## src/rtl/core_seq_pkg.sv

```systemverilog
// core_seq_pkg
// Shared definitions for the core_module upstream sequencer: opcode values,
// FSM state encoding, engine mode encoding, frame sizes and opcode decode
// helpers.
package core_seq_pkg;

  // Mode opcodes carried in the first byte of every frame.
  localparam logic [7:0] OP_SINGLE = 8'h01;
  localparam logic [7:0] OP_SA3    = 8'h02;
  localparam logic [7:0] OP_SA2    = 8'h03;

  // Frame geometry: 4x4 matrix A, 3x3 matrix B, 2x2 result C.
  localparam int NUM_A = 16;
  localparam int NUM_B = 9;
  localparam int NUM_C = 4;

  typedef enum logic [2:0] {
    ST_IDLE   = 3'd0,
    ST_LOAD_A = 3'd1,
    ST_LOAD_B = 3'd2,
    ST_SEND   = 3'd3,
    ST_WAIT_S = 3'd4,
    ST_RUN    = 3'd5,
    ST_DRAIN  = 3'd6
  } state_t;

  typedef enum logic [1:0] {
    MODE_SINGLE = 2'd0,
    MODE_SA3    = 2'd1,
    MODE_SA2    = 2'd2
  } mode_t;

  // True for the three opcodes the core understands.
  function automatic logic op_legal(input logic [7:0] op);
    logic legal;
    case (op)
      OP_SINGLE: legal = 1'b1;
      OP_SA3:    legal = 1'b1;
      OP_SA2:    legal = 1'b1;
      default:   legal = 1'b0;
    endcase
    return legal;
  endfunction

  // Opcode to engine mode; only meaningful when op_legal(op) is true.
  function automatic mode_t op_to_mode(input logic [7:0] op);
    mode_t m;
    case (op)
      OP_SINGLE: m = MODE_SINGLE;
      OP_SA3:    m = MODE_SA3;
      OP_SA2:    m = MODE_SA2;
      default:   m = MODE_SINGLE;
    endcase
    return m;
  endfunction

endpackage

```

## src/rtl/core_sequencer.sv

```systemverilog
// core_sequencer
// Upstream sequencer for core_module. Receives a byte frame
// (opcode, 16 bytes of A row-major, 9 bytes of B row-major), holds the
// matrices stable on a11..a44 / b11..b33, performs the active_send/done_send
// handshake, selects exactly one engine until its done flag arrives, captures
// c11..c22 and streams them out as four bytes.
//
// Ports:
//   clk, rst                 clock (rising edge), async active-high reset
//   in_valid/in_data/in_ready upstream byte stream (accept = valid & ready)
//   a11..a44, b11..b33       matrix operands to the core (registered)
//   active_send, done_send   send handshake with the core
//   active_single/sa3/sa2    engine selects, one-hot or all zero
//   done_single/sa3/sa2      engine completion flags
//   c11, c12, c21, c22       engine results
//   out_valid/out_data/out_ready result byte stream (c11, c12, c21, c22)
//   busy                     high outside IDLE
//   err_opcode, err_timeout  single-cycle error pulses
module core_sequencer
  import core_seq_pkg::*;
#(
  parameter int TIMEOUT_CYCLES = 1023,
  parameter int TO_W           = 10
) (
  input  logic       clk,
  input  logic       rst,
  input  logic       in_valid,
  input  logic [7:0] in_data,
  output logic       in_ready,
  output logic [7:0] a11, a12, a13, a14,
  output logic [7:0] a21, a22, a23, a24,
  output logic [7:0] a31, a32, a33, a34,
  output logic [7:0] a41, a42, a43, a44,
  output logic [7:0] b11, b12, b13,
  output logic [7:0] b21, b22, b23,
  output logic [7:0] b31, b32, b33,
  output logic       active_send,
  output logic       active_single,
  output logic       active_sa3,
  output logic       active_sa2,
  input  logic       done_send,
  input  logic       done_single,
  input  logic       done_sa3,
  input  logic       done_sa2,
  input  logic [7:0] c11, c12, c21, c22,
  output logic       out_valid,
  output logic [7:0] out_data,
  input  logic       out_ready,
  output logic       busy,
  output logic       err_opcode,
  output logic       err_timeout
);

  // Last RUN cycle count value before the wait is abandoned.
  localparam logic [TO_W-1:0] TO_LAST = TO_W'(TIMEOUT_CYCLES - 1);

  state_t            state_r;
  mode_t             mode_r;
  logic [3:0]        idx_r;
  logic [1:0]        k_r;
  logic [TO_W-1:0]   to_cnt_r;
  logic [7:0]        a_r   [NUM_A];
  logic [7:0]        b_r   [NUM_B];
  logic [7:0]        res_r [NUM_C];
  logic              active_send_r;
  logic              active_single_r;
  logic              active_sa3_r;
  logic              active_sa2_r;
  logic [7:0]        out_data_r;
  logic              busy_r;
  logic              err_opcode_r;
  logic              err_timeout_r;
  logic              accept_s;
  logic              done_sel_s;

  // Flow-control strobes decode the state register only.
  always_comb begin
    in_ready  = 1'b0;
    out_valid = 1'b0;
    case (state_r)
      ST_IDLE:   in_ready  = 1'b1;
      ST_LOAD_A: in_ready  = 1'b1;
      ST_LOAD_B: in_ready  = 1'b1;
      ST_DRAIN:  out_valid = 1'b1;
      default: begin
        in_ready  = 1'b0;
        out_valid = 1'b0;
      end
    endcase
  end

  // Byte accept and the done flag of the engine that was actually selected;
  // flags from other engines are deliberately ignored.
  always_comb begin
    accept_s = in_valid & in_ready;
    case (mode_r)
      MODE_SINGLE: done_sel_s = done_single;
      MODE_SA3:    done_sel_s = done_sa3;
      MODE_SA2:    done_sel_s = done_sa2;
      default:     done_sel_s = 1'b0;
    endcase
  end

  // Sequencer FSM with all datapath registers and registered outputs.
  always_ff @(posedge clk or posedge rst) begin
    if (rst) begin
      state_r         <= ST_IDLE;
      mode_r          <= MODE_SINGLE;
      idx_r           <= 4'd0;
      k_r             <= 2'd0;
      to_cnt_r        <= '0;
      active_send_r   <= 1'b0;
      active_single_r <= 1'b0;
      active_sa3_r    <= 1'b0;
      active_sa2_r    <= 1'b0;
      out_data_r      <= 8'd0;
      busy_r          <= 1'b0;
      err_opcode_r    <= 1'b0;
      err_timeout_r   <= 1'b0;
      for (int i = 0; i < NUM_A; i++) a_r[i] <= 8'd0;
      for (int i = 0; i < NUM_B; i++) b_r[i] <= 8'd0;
      for (int i = 0; i < NUM_C; i++) res_r[i] <= 8'd0;
    end else begin
      // Pulses default low so each lasts exactly one cycle.
      err_opcode_r  <= 1'b0;
      err_timeout_r <= 1'b0;
      active_send_r <= 1'b0;
      case (state_r)
        ST_IDLE: begin
          if (accept_s) begin
            if (op_legal(in_data)) begin
              mode_r  <= op_to_mode(in_data);
              idx_r   <= 4'd0;
              busy_r  <= 1'b1;
              state_r <= ST_LOAD_A;
            end else begin
              err_opcode_r <= 1'b1;
            end
          end
        end
        ST_LOAD_A: begin
          if (accept_s) begin
            a_r[idx_r] <= in_data;
            if (idx_r == 4'd15) begin
              idx_r   <= 4'd0;
              state_r <= ST_LOAD_B;
            end else begin
              idx_r <= idx_r + 4'd1;
            end
          end
        end
        ST_LOAD_B: begin
          if (accept_s) begin
            b_r[idx_r] <= in_data;
            if (idx_r == 4'd8) begin
              idx_r         <= 4'd0;
              active_send_r <= 1'b1;  // high for the single SEND cycle
              state_r       <= ST_SEND;
            end else begin
              idx_r <= idx_r + 4'd1;
            end
          end
        end
        ST_SEND: begin
          state_r <= ST_WAIT_S;
        end
        ST_WAIT_S: begin
          if (done_send) begin
            to_cnt_r <= '0;
            state_r  <= ST_RUN;
            case (mode_r)
              MODE_SINGLE: active_single_r <= 1'b1;
              MODE_SA3:    active_sa3_r    <= 1'b1;
              MODE_SA2:    active_sa2_r    <= 1'b1;
              default: begin
                busy_r  <= 1'b0;
                state_r <= ST_IDLE;
              end
            endcase
          end
        end
        ST_RUN: begin
          // Done is checked first so it wins over a simultaneous timeout.
          if (done_sel_s) begin
            res_r[0]        <= c11;
            res_r[1]        <= c12;
            res_r[2]        <= c21;
            res_r[3]        <= c22;
            out_data_r      <= c11;
            k_r             <= 2'd0;
            active_single_r <= 1'b0;
            active_sa3_r    <= 1'b0;
            active_sa2_r    <= 1'b0;
            state_r         <= ST_DRAIN;
          end else if (to_cnt_r == TO_LAST) begin
            err_timeout_r   <= 1'b1;
            active_single_r <= 1'b0;
            active_sa3_r    <= 1'b0;
            active_sa2_r    <= 1'b0;
            busy_r          <= 1'b0;
            state_r         <= ST_IDLE;
          end else begin
            to_cnt_r <= to_cnt_r + {{(TO_W-1){1'b0}}, 1'b1};
          end
        end
        ST_DRAIN: begin
          // out_data only moves on a transfer, so stalls hold it stable.
          if (out_ready) begin
            if (k_r == 2'd3) begin
              out_data_r <= 8'd0;
              busy_r     <= 1'b0;
              state_r    <= ST_IDLE;
            end else begin
              out_data_r <= res_r[k_r + 2'd1];
              k_r        <= k_r + 2'd1;
            end
          end
        end
        default: begin
          active_single_r <= 1'b0;
          active_sa3_r    <= 1'b0;
          active_sa2_r    <= 1'b0;
          busy_r          <= 1'b0;
          state_r         <= ST_IDLE;
        end
      endcase
    end
  end

  // Register array fan-out to the named matrix ports.
  assign a11 = a_r[0];  assign a12 = a_r[1];  assign a13 = a_r[2];  assign a14 = a_r[3];
  assign a21 = a_r[4];  assign a22 = a_r[5];  assign a23 = a_r[6];  assign a24 = a_r[7];
  assign a31 = a_r[8];  assign a32 = a_r[9];  assign a33 = a_r[10]; assign a34 = a_r[11];
  assign a41 = a_r[12]; assign a42 = a_r[13]; assign a43 = a_r[14]; assign a44 = a_r[15];
  assign b11 = b_r[0];  assign b12 = b_r[1];  assign b13 = b_r[2];
  assign b21 = b_r[3];  assign b22 = b_r[4];  assign b23 = b_r[5];
  assign b31 = b_r[6];  assign b32 = b_r[7];  assign b33 = b_r[8];

  assign active_send   = active_send_r;
  assign active_single = active_single_r;
  assign active_sa3    = active_sa3_r;
  assign active_sa2    = active_sa2_r;
  assign out_data      = out_data_r;
  assign busy          = busy_r;
  assign err_opcode    = err_opcode_r;
  assign err_timeout   = err_timeout_r;

endmodule
```

## config.mk

```make
export PLATFORM = sky130hd
export DESIGN_NAME = core_sequencer
export DESIGN_NICKNAME = d
export VERILOG_FILES = /design/src/rtl/core_seq_pkg.sv /design/src/rtl/core_sequencer.sv
export SDC_FILE = /design/constraint.sdc
export NUM_CORES = 1
export LEC_CHECK = 0
export ABC_AREA = 1
export CELL_PAD_IN_SITES_DETAIL_PLACEMENT = 2
export CELL_PAD_IN_SITES_GLOBAL_PLACEMENT = 2
export CORE_MARGIN = 2
export CORE_UTILIZATION = 31
export CTS_BUF_LIST = sky130_fd_sc_hd__clkbuf_8
export DETAILED_ROUTE_END_ITERATION = 16
export GPL_TIMING_DRIVEN = 0
export PLACE_DENSITY = 0.94
export SKIP_LAST_GASP = 1
export SYNTH_ARGS = -nofsm -noshare
export SYNTH_HDL_FRONTEND = slang
export SYNTH_SLANG_ARGS = --single-unit
```

## constraint.sdc

```tcl
create_clock -name clk -period 10.75 [get_ports clk]
set_input_delay 2.15 -clock clk [delete_from_list [all_inputs] [get_ports clk]]
set_output_delay 2.15 -clock clk [all_outputs]
set_load 0.01 [all_outputs]
```

## Word-level counts from Yosys, hierarchy flattened

Cells that the tools add are included.
W data, S select, Z words.

| word-level totals | value |
|---|---|
| register bits | 268 |
| input port bits | 48 |
| output and inout bits | 217 |
| logic and storage cells | 185 |

| cells by class | value |
|---|---|
| add/subtract/negate cells | 3 |
| magnitude comparators | 3 |
| equality and inequality tests | 34 |
| muxes and demuxes | 74 |
| bitwise logic cells | 5 |
| reduce and logical (&&, ||, !) cells | 24 |

Operator list:

| cell | number |
|---|---|
| $bwmux W128 | 1 |
| $bwmux W72 | 1 |
| $mux W8 | 6 |
| $mux W3 | 12 |
| $ne A2 B2 Y1 const B | 18 |
| $demux W8 S4 | 1 |
| $mux W10 | 3 |
| $mux W1 | 29 |
| $mux W4 | 6 |
| $pmux W3 S7 | 1 |
| $pmux W10 S2 | 1 |
| $reduce_and A4 Y1 | 5 |
| $bmux W8 S2 | 1 |
| $eq A8 B2 Y1 const B | 2 |
| $pmux W8 S2 | 1 |
| $pmux W1 S3 | 4 |
| $pmux W4 S3 | 1 |
| $reduce_or A3 Y1 | 4 |
| $add A10 B1 Y10 const B | 1 |
| $eq A10 B10 Y1 const B | 1 |
| $reduce_and A10 Y1 | 1 |
| $eq A3 B3 Y1 const B | 3 |
| $reduce_and A9 Y1 | 1 |
| $eq A4 B4 Y1 const B | 2 |
| other kinds (27) | 37 |

## Logic depth before layout (Yosys ltp)

| depth | value |
|---|---|
| depth after elaboration | 9 |
| depth in mapped cells | 11 |
| gate-level depth less buffers | 11 |

## Worst setup path after synthesis

No wires, ideal clock.

| timing path | value |
|---|---|
| kind | reg2out |
| start | reg state_r[0] |
| end | out out_valid |
| arrival | 1.142 ns |
| required time | 8.600 ns |
| slack | 7.458 ns |
| cell stages (with the launch flop) | 5 |
| path buffers | 1 |
| cells stage by stage | dfrtp_1 inv_1 nand3_1 inv_1 clkbuf_1 |

| between the ends | value |
|---|---|
| longest elaborated chain between the ends | 2 |

Ends and longest elaborated chain:

| what | RTL line | text |
|---|---|---|
| from (decl) | core_sequencer.sv:57 | `state_t state_r;` |
| from (signal assigned) | core_sequencer.sv:107 | `state_r <= ST_IDLE;` |
| from (signal assigned) | core_sequencer.sv:135 | `state_r <= ST_LOAD_A;` |
| from (signal assigned) | core_sequencer.sv:146 | `state_r <= ST_LOAD_B;` |
| $eq A3 B3 Y1 | core_sequencer.sv:80 | `case (state_r)` |
| $mux W1 | core_sequencer.sv:80 |  |
| to (decl) | core_sequencer.sv:46 | `output logic out_valid,` |

No other way between the ends.

## Worst setup path after layout

Same ends and word-level chain as after synthesis.

==> impl_metrics.toml <==
[die]
die_y_um = 191
start_util_pct = 31.4
coreArea_um2 = 34500
ios = 265
die_area_um2 = 36500
rows = 68
dieWidth_um = 191

[routing]
detail_route.first_pass.iterations = 4
drtIter0Drc = 401
ant_nets = 0
wl_um = 49000
via_count = 9930
drc = 0
wl_per_cell_um = 25.1
routed_via_density = 5.08

[cts]
cts_resized = 0
post_cts_buffers = 0
cts_tree = "yes"
clkSinkCount = 268
path_clk_slew_ns = 0.07
cts_buffer_depth = 3
clkLatencyLatePin_ns = 0.62
cts-htree-levels = 2
cts_buffers = 49
cts_hold_buf = 0
cts_root_buf = "clkbuf_8"

[logic_synthesis]
synth_largest_area_cell = "dfrtp_1"
synth.ff_latch_count = 268
avgSynthCellArea_um2 = 9.51
synth_common_cells = "nand2_1, dfrtp_1, o21ai_0, inv_1, nor2_1"
ys_seq_area_share_pct = 61.9
postSynth.asyncResetShare_pct = 100
yosysMostFrequentCell = "nand2_1"
syn_area_um2 = 10800
yosysTopAreaCellShare_pct = 61.9
ys.flop_type = "dfrtp_1"
synth.top_cells.by_area = "dfrtp_1, o21ai_0, nand2_1"
synth_warnings = 0
syn_inst = 1139
synth_edf_count = 0
synth_cell_types = 30
synth.net_count = 1194

[power_and_ir_drop]
leakagePower_uw = 0.00691
cellPowerDensity_nw_per_um2 = 252
vdd_drop_max_uv = 152

[critical_path]
worstPathRequired_ns = 8.60
critPathLaunchType = "flip-flop"
ff2ff_setup_slack_ns = 8.13
crit_arrival_ns = 2.74
critical_path_peak_fanout = 10
path_class = "reg2out"
r2r-end = "b13[1]$_DFFE_PP0P_"
reg2reg_from = "state_r[0]$_DFFE_PP0P_"
cp-end-kind = "output pin"
ff2ff_path_depth = 8

[global_route]
grt_antenna_before_repair = 1
grt_max_degree = 112
grt_pass1_wl_um = 73500
grt-ovfl-total = 0
grt_pass1_vias = 11600
globalRouteTotalUtil_pct = 26.9

[sta]
setup_violations = 0
slew_viol_final = 0
clock.fmax_mhz = 204
setup_ws_ns = 5.86
final.period_utilization_pct = 45.5
hold_ws_ns = 0.472
skew_ns = 0.0516
tns_ns = 0
rsz0062_at_grt = "no"
worst_pin_slew_ns = 0.847
hold_viol_final = 0
max_slew_margin_pct = 43.5
post-route-min-period_ns = 4.89

[placed_design]
dp_worst_setup_slack_ns = 6.49
post-dp-hpwl_um = 31100
globalplace.congestion = 0.851
port_buffers = 264

[hold_path]
holdPathStages = 2
hold_class = "reg2reg"
hold_end = "active_sa2$_DFFE_PP0P_"
holdCritStartpoint = "active_sa2$_DFFE_PP0P_"

[finish]
reg_top3 = "res_r: 32 flops, to_cnt_r: 10 flops"
largest_register = "res_r"
fin_nets = 1511
utilization_pct = 44.0
drive_gt1_share_pct = 9.49
largest_reg_flops = 32
area.growth.synth_to_final_pct = 40.1

[status]
status = "finished, final reports clean"

[job]
maxCapViolations = 0
## through the flow
stage | cell area (um^2) | power (uW) | cells
floorplan | 10800 | 1960 | 1139
global placement | 14000 | 2580 | 1858
detailed placement | 14100 | 2690 | 1860
CTS | 15200 | 3850 | 1952
global route | 15200 | 4010 | 1952
finish | 15200 | 3820 | 1953
## where the power goes
group	internal [uW]	switching (uW)
logic	557	733
clock network	577	492
registers	1270	198
## critical path, cell delays in order, from the launching register on
cell and delay (ns):
dfrtp_1 0.46, inv_1 0.19, nand3_1 0.26, inv_1 0.19, clkbuf_1 0.40, clkdlybuf4s50_1 0.67
## placed cells by master, fill, tap and decap left out, types with 4 or more instances in the layout
| cell type | count |
|---|---|
| mux2_2 | 21 |
| nor3_1 | 4 |
| clkdlybuf4s50_1 | 264 |
| buf_6 | 13 |
| dfrtp_1 | 268 |
| clkbuf_8 | 66 |
| xor2_1 | 4 |
| ha_1 | 7 |
| nor2_1 | 55 |
| nand3_1 | 28 |
| nand4_1 | 9 |
| clkinv_2 | 8 |
| inv_1 | 77 |
| a21oi_1 | 9 |
| nand2_1 | 332 |
| buf_2 | 17 |
| clkbuf_1 | 25 |
| o21ai_0 | 263 |
## layout make-up
class | count | area (um^2)
diodes | 1 | 2.50
plain buffers | 56 | 333
clock buffers | 66 | 908
clock inverters | 26 | 158
fillers | 3604 | 19300
inverters | 65 | 251
multi-input cells | 750 | 3550
flip-flops and latches | 268 | 6710
well taps | 455 | 569
repair buffers | 266 | 2700
## how the worst max path moves through the flow
stage,endpoint,from,slack [ns]
3_5_place_dp,out_valid,state_r[0]$_DFFE_PP0P_,6.49
4_1_cts,out_valid,state_r[0]$_DFFE_PP0P_,5.82
2_1_floorplan,a11[0]$_DFFE_PP0P_,rst,1.22
5_1_grt,out_valid,state_r[0]$_DFFE_PP0P_,5.72
3_3_place_gp,a43[0]$_DFFE_PP0P_,rst,-2.42
6_report,out_valid,state_r[0]$_DFFE_PP0P_,5.86
## per-layer routing
layer  GRT usage (%)  up-vias  share of wire [%]
met5               0        -              0.027
met4            10.9        2                4.1
met3            8.08      124                7.6
met2            48.2      350                 51
met1            29.6     5098                 38
li1                -     4356                  -
## logic make-up after synthesis
kind of cell	synth area share [%]
AO/OA/AOI/OAI	13.1
adder cells (fa/ha/maj)	0.808
flip-flops	61.9
buffers and inverters	5.32
multiplexers	2.29
XOR/XNOR	0.485
AND/OR/NAND/NOR	16.1
Power figures use the tool's default switching activity.
==> RTL edit 1: new RTL, config.mk and constraints unchanged <==
`TO_W`: 10 -> 20.
--- a/src/rtl/core_sequencer.sv
+++ b/src/rtl/core_sequencer.sv
@@ -20,7 +20,7 @@
   import core_seq_pkg::*;
 #(
   parameter int TIMEOUT_CYCLES = 1023,
-  parameter int TO_W           = 10
+  parameter int TO_W           = 20
 ) (
   input  logic       clk,
   input  logic       rst,
Check against the original RTL: no difference found for any inputs over 4 cycles, from zero or initial values and one cycle with rst high; that may be too few to reach the edited logic, so the function may still have changed.
==> RTL edit 1 against the original RTL <==
Synthesized area is 8.5% higher; design area is 6.0% higher; sequential cell count is 10 higher; clock power is 4% lower; maximum frequency is 6.1% higher; power is 4.9% higher; count of clock-buffer cells in the layout is 4 lower; wire length is 1.0% higher; sequential power is 6% higher; worst setup slack better by 0.28 ns; critical path type unchanged; highest routed layer is now met4.
==> RTL edit 1: results <==
[final_layout]
drive_above_1_share = 0.106
fillers = 4020
final_nets = 1616
top_regs = res_r: 32 flops, to_cnt_r: 20 flops

[sta]
clock_skew_ns = 0.0411
whs_ns = 0.487
max_slew_margin = 0.414

[place]
place_area_um2 = 15100
gp_congestion = 0.795
place_hpwl_um = 33200

[route]
drt_iter0_drc = 384
num_vias = 10500
routed_wirelength_um = 49500

[clock_tree]
cts_made_buffers = 50
clk_latency_ns = 0.65

[critical_path]
cp.arrival_ns = 2.46
critical_path.reg2reg.startpoint = k_r[0]$_DFFE_PP0P_
slowest_stage = dfrtp_1
crit_path_max_incr_delay_ns = 0.52

[hold_path]
hp-start = a34[0]$_DFFE_PP0P_
hold_end = a34[0]$_DFFE_PP0P_

[global_routing]
grt_max_degree = 117
grt.total_usage = 0.256
grt_pass1_wl_um = 75500

[pwr]
irDropWorstVdd_mv = 0.202
p_leak_uw = 0.00734
p_sw_frac = 0.369

[synthesis]
synth_cell_types = 37
syn_nets = 1298
ys_seq_area_frac = 0.592

[status]
status = finished, final reports clean
RTL edit 1: changes by cell type after synthesis, moves of 8 or more:
cell	change
a21oi_1	+16
clkbuf_1	+8
dfrtp_1	+10
inv_1	-9
mux2_2	+8
nand2_1	-8
nand2_4	+10
nand3_1	+9
nor2_1	+56
o21ai_0	-116
o21ai_1	+100
RTL edit 1: cell families after synthesis:
logic type	Yosys count	synth area share
AO/OA/AOI/OAI	279	0.122
XOR/XNOR	13	0.00969
adder cells (fa/ha/maj)	7	0.00745
buffers and inverters	122	0.0484
flip-flops	278	0.592
multiplexers	29	0.0278
AND/OR/NAND/NOR	515	0.193
RTL edit 1: area by class of cell:
| type | instances | area (um^2) | area share |
|---|---|---|---|
| buffer | 60 | 337 | 0.0209 |
| clock buffer | 62 | 853 | 0.0530 |
| clock inverter | 26 | 143 | 0.00886 |
| inverter | 62 | 240 | 0.0149 |
| multi-input combinational | 843 | 4230 | 0.263 |
| sequential | 278 | 6960 | 0.432 |
| tap | 511 | 639 | 0.0397 |
| timing repair buffer | 266 | 2700 | 0.168 |
RTL edit 1: how the worst max path moves through the flow:
stage                                      start                    to  cells after the start
after floorplan                              rst    a11[0]$_DFFE_PP0P_                      1
after global placement                       rst    b13[0]$_DFFE_PP0P_                      2
after detailed placement              in_data[7]  idx_r[3]$_DFFE_PP0P_                     10
after CTS                 state_r[0]$_DFFE_PP0P_             out_valid                      5
after global routing      state_r[0]$_DFFE_PP0P_             out_valid                      5
final                     state_r[0]$_DFFE_PP0P_             out_valid                      5
RTL edit 1: per-stage QoR:
step / cells / utilization / setup slack (ns)
2_1_floorplan: 1243 / - / 0.935
3_3_place_gp: 2018 / 0.401 / -2.77
4_1_cts: 2108 / 0.429 / 6.09
3_5_place_dp: 2020 / 0.403 / 6.28
6_report: 2108 / 0.429 / 6.14
5_1_grt: 2108 / 0.429 / 5.99
RTL edit 1: power by group through the flow:
stage	registers (uW)	logic, uW	clock network (uW)
2_1_floorplan	1620	504	0
3_3_place_gp	1520	1310	0
3_5_place_dp	1550	1400	0
4_1_cts	1550	1450	1050
5_1_grt	1580	1550	1100
6_report	1550	1440	1030
RTL edit 1: layer usage:
layer | share of wire | vias up | global-route usage
li1 | - | 4715 | -
met3 | 0.063 | 104 | 0.0729
met1 | 0.39 | 5437 | 0.289
met4 | 0.038 | 0 | 0.107
met5 | 0 | - | 0.00255
met2 | 0.51 | 264 | 0.452
RTL edit 1: tightest hold or removal path, stage by stage, from the launching register on:
cell     delay (ns)
dfrtp_1        0.34
nand2_1        0.05
o21ai_0        0.06
==> RTL edit 2: new RTL, same settings <==
Made on the original files. Encoding of `state_t`: now one-hot (7 bits for 7 states).
--- a/src/rtl/core_seq_pkg.sv
+++ b/src/rtl/core_seq_pkg.sv
@@ -14,14 +14,14 @@
   localparam int NUM_B = 9;
   localparam int NUM_C = 4;
 
-  typedef enum logic [2:0] {
-    ST_IDLE   = 3'd0,
-    ST_LOAD_A = 3'd1,
-    ST_LOAD_B = 3'd2,
-    ST_SEND   = 3'd3,
-    ST_WAIT_S = 3'd4,
-    ST_RUN    = 3'd5,
-    ST_DRAIN  = 3'd6
+  typedef enum logic [6:0] {
+    ST_IDLE   = 7'b0000001,
+    ST_LOAD_A = 7'b0000010,
+    ST_LOAD_B = 7'b0000100,
+    ST_SEND   = 7'b0001000,
+    ST_WAIT_S = 7'b0010000,
+    ST_RUN    = 7'b0100000,
+    ST_DRAIN  = 7'b1000000
   } state_t;
 
   typedef enum logic [1:0] {
Behaviour: same outputs for any inputs over 4 cycles, from zero or initial values and one cycle with rst high; so few cycles prove little.
==> RTL edit 2 against the original RTL <==
Worst setup slack better by 0.28 ns; critical path depth is 1 higher; utilization is 0.45 points lower; synthesized area is 3.3% higher; final cell count is 3.5% higher; non-clock buffer count is 2 higher; sequential share of layout area is 0.28 points lower; sequential cell count is 4 higher; wire length is 7.1% lower; design area is 2.2% higher; highest routed layer is now met4.
Power is not compared: it rests on default switching activity, and its combinational part moved more than twofold at a synthesized area within 25%.
==> RTL edit 2: results <==
[critical_path]
cpLargestDelayFamily = simple AND/OR/NAND/NOR gates
cp_max_fo = 5
slowest_stage = clkdlybuf4s50_1
cp.arrival_ns = 2.47
crit_path_max_incr_delay_ns = 0.59
reg2reg_slack_ns = 8.42

[synthesis]
synth_area_leaders = dfrtp_1, nand2_1, o21ai_0, o21ai_1, nor2_1
synth_mux_area_frac = 0
synth_cell_types = 32
syn_nets = 1260
syn_avg_cell_area_um2 = 9.29
synthAdderAreaFrac = 0.00782
ys_seq_area_frac = 0.608
yosys_warnings = 0
synth_common_cells = nand2_1, dfrtp_1, o21ai_0, o21ai_1, nor2_1
synth_xor_area_frac = 0.00704
synth_compound_area_frac = 0.124

[global_routing]
antenna_found_initial = 1
grt_max_degree = 110
first_global_vias = 11700
grt_pass1_wl_um = 71100
grt.total_usage = 0.243

[sta]
whs_ns = 0.479
worstMarginPinSlew_ns = 0.847
clock_skew_ns = 0.0262

[status]
status = finished, final reports clean

[clock_tree]
post_cts_buffers = 0
clk_latency_ns = 0.60
cts_made_buffers = 48
cts_resized = 0

[route]
drt_iter0_drc = 433
via_per_inst = 5.01
routedWlPerCell_um = 22.5

[place]
portBuffers = 264
place_hpwl_um = 32200
dpl.cell_count = 1932
place_area_um2 = 14500
gp_congestion = 0.817

[final_layout]
top_regs = res_r: 32 flops, to_cnt_r: 10 flops
fin_cells = 2022
fillers = 3847
drive_above_1_share = 0.0846
final_nets = 1576

[pwr]
p_leak_uw = 0.00726

[hold_path]
hold_class = flop to flop
[RTL edit 2: cell types whose count changed in the layout (fill, tap and decap cells not counted), moves of 6 or more]
cell	delta
nor2_1	+20
nand4_4	+6
clkbuf_1	+12
nand2_1	+64
inv_1	-17
nand2_4	+10
mux2_2	-21
a22oi_1	+7
o21ai_1	+89
buf_2	-9
o21ai_0	-110
[RTL edit 2: routing by layer]
metal	track usage	share of wire
met1	0.281	0.40
met2	0.437	0.51
met3	0.0567	0.054
met4	0.0875	0.031
met5	0	0
[RTL edit 2: layout make-up]
type                    count  area (um^2)  area share
diodes                      1         2.50    0.000161
plain buffers              58          327      0.0211
clock buffers              64          881      0.0568
clock inverters            25          148     0.00952
inverters                  55          214      0.0138
multi-input cells         820         3850       0.249
flip-flops and latches    272         6810       0.439
well taps                 461          577      0.0372
repair buffers            266         2700       0.174
[RTL edit 2: power by group]
part | total (uW) | internal [uW] | switching (uW)
Clock | 1020 | 559 | 464
Combinational | 587 | 251 | 336
Sequential | 1200 | 1120 | 70.7
[RTL edit 2: per-stage QoR]
stage	setup TNS [ns]	setup WS, ns
after global routing	0	6.01
after global placement	-673.65	-2.51
final	0	6.13
after detailed placement	0	6.17
after floorplan	0	1.11
after CTS	0	6.10
[RTL edit 2: path summary, 6_finish.rpt]
path | to | start | cells after the start
min in group asynchronous | to_cnt_r[3]$_DFFE_PP0P_ | rst | 2
max in group asynchronous | b33[2]$_DFFE_PP0P_ | rst | 3
setup / recovery | in_ready | state_r[4]$_DFFE_PP0P_ | 6
hold / removal | res_r[12]$_DFFE_PP0P_ | res_r[12]$_DFFE_PP0P_ | 2
hold reg to reg | res_r[12]$_DFFE_PP0P_ | res_r[12]$_DFFE_PP0P_ | 2
setup reg to reg | out_data[6]$_DFFE_PP0P_ | k_r[0]$_DFFE_PP0P_ | 7
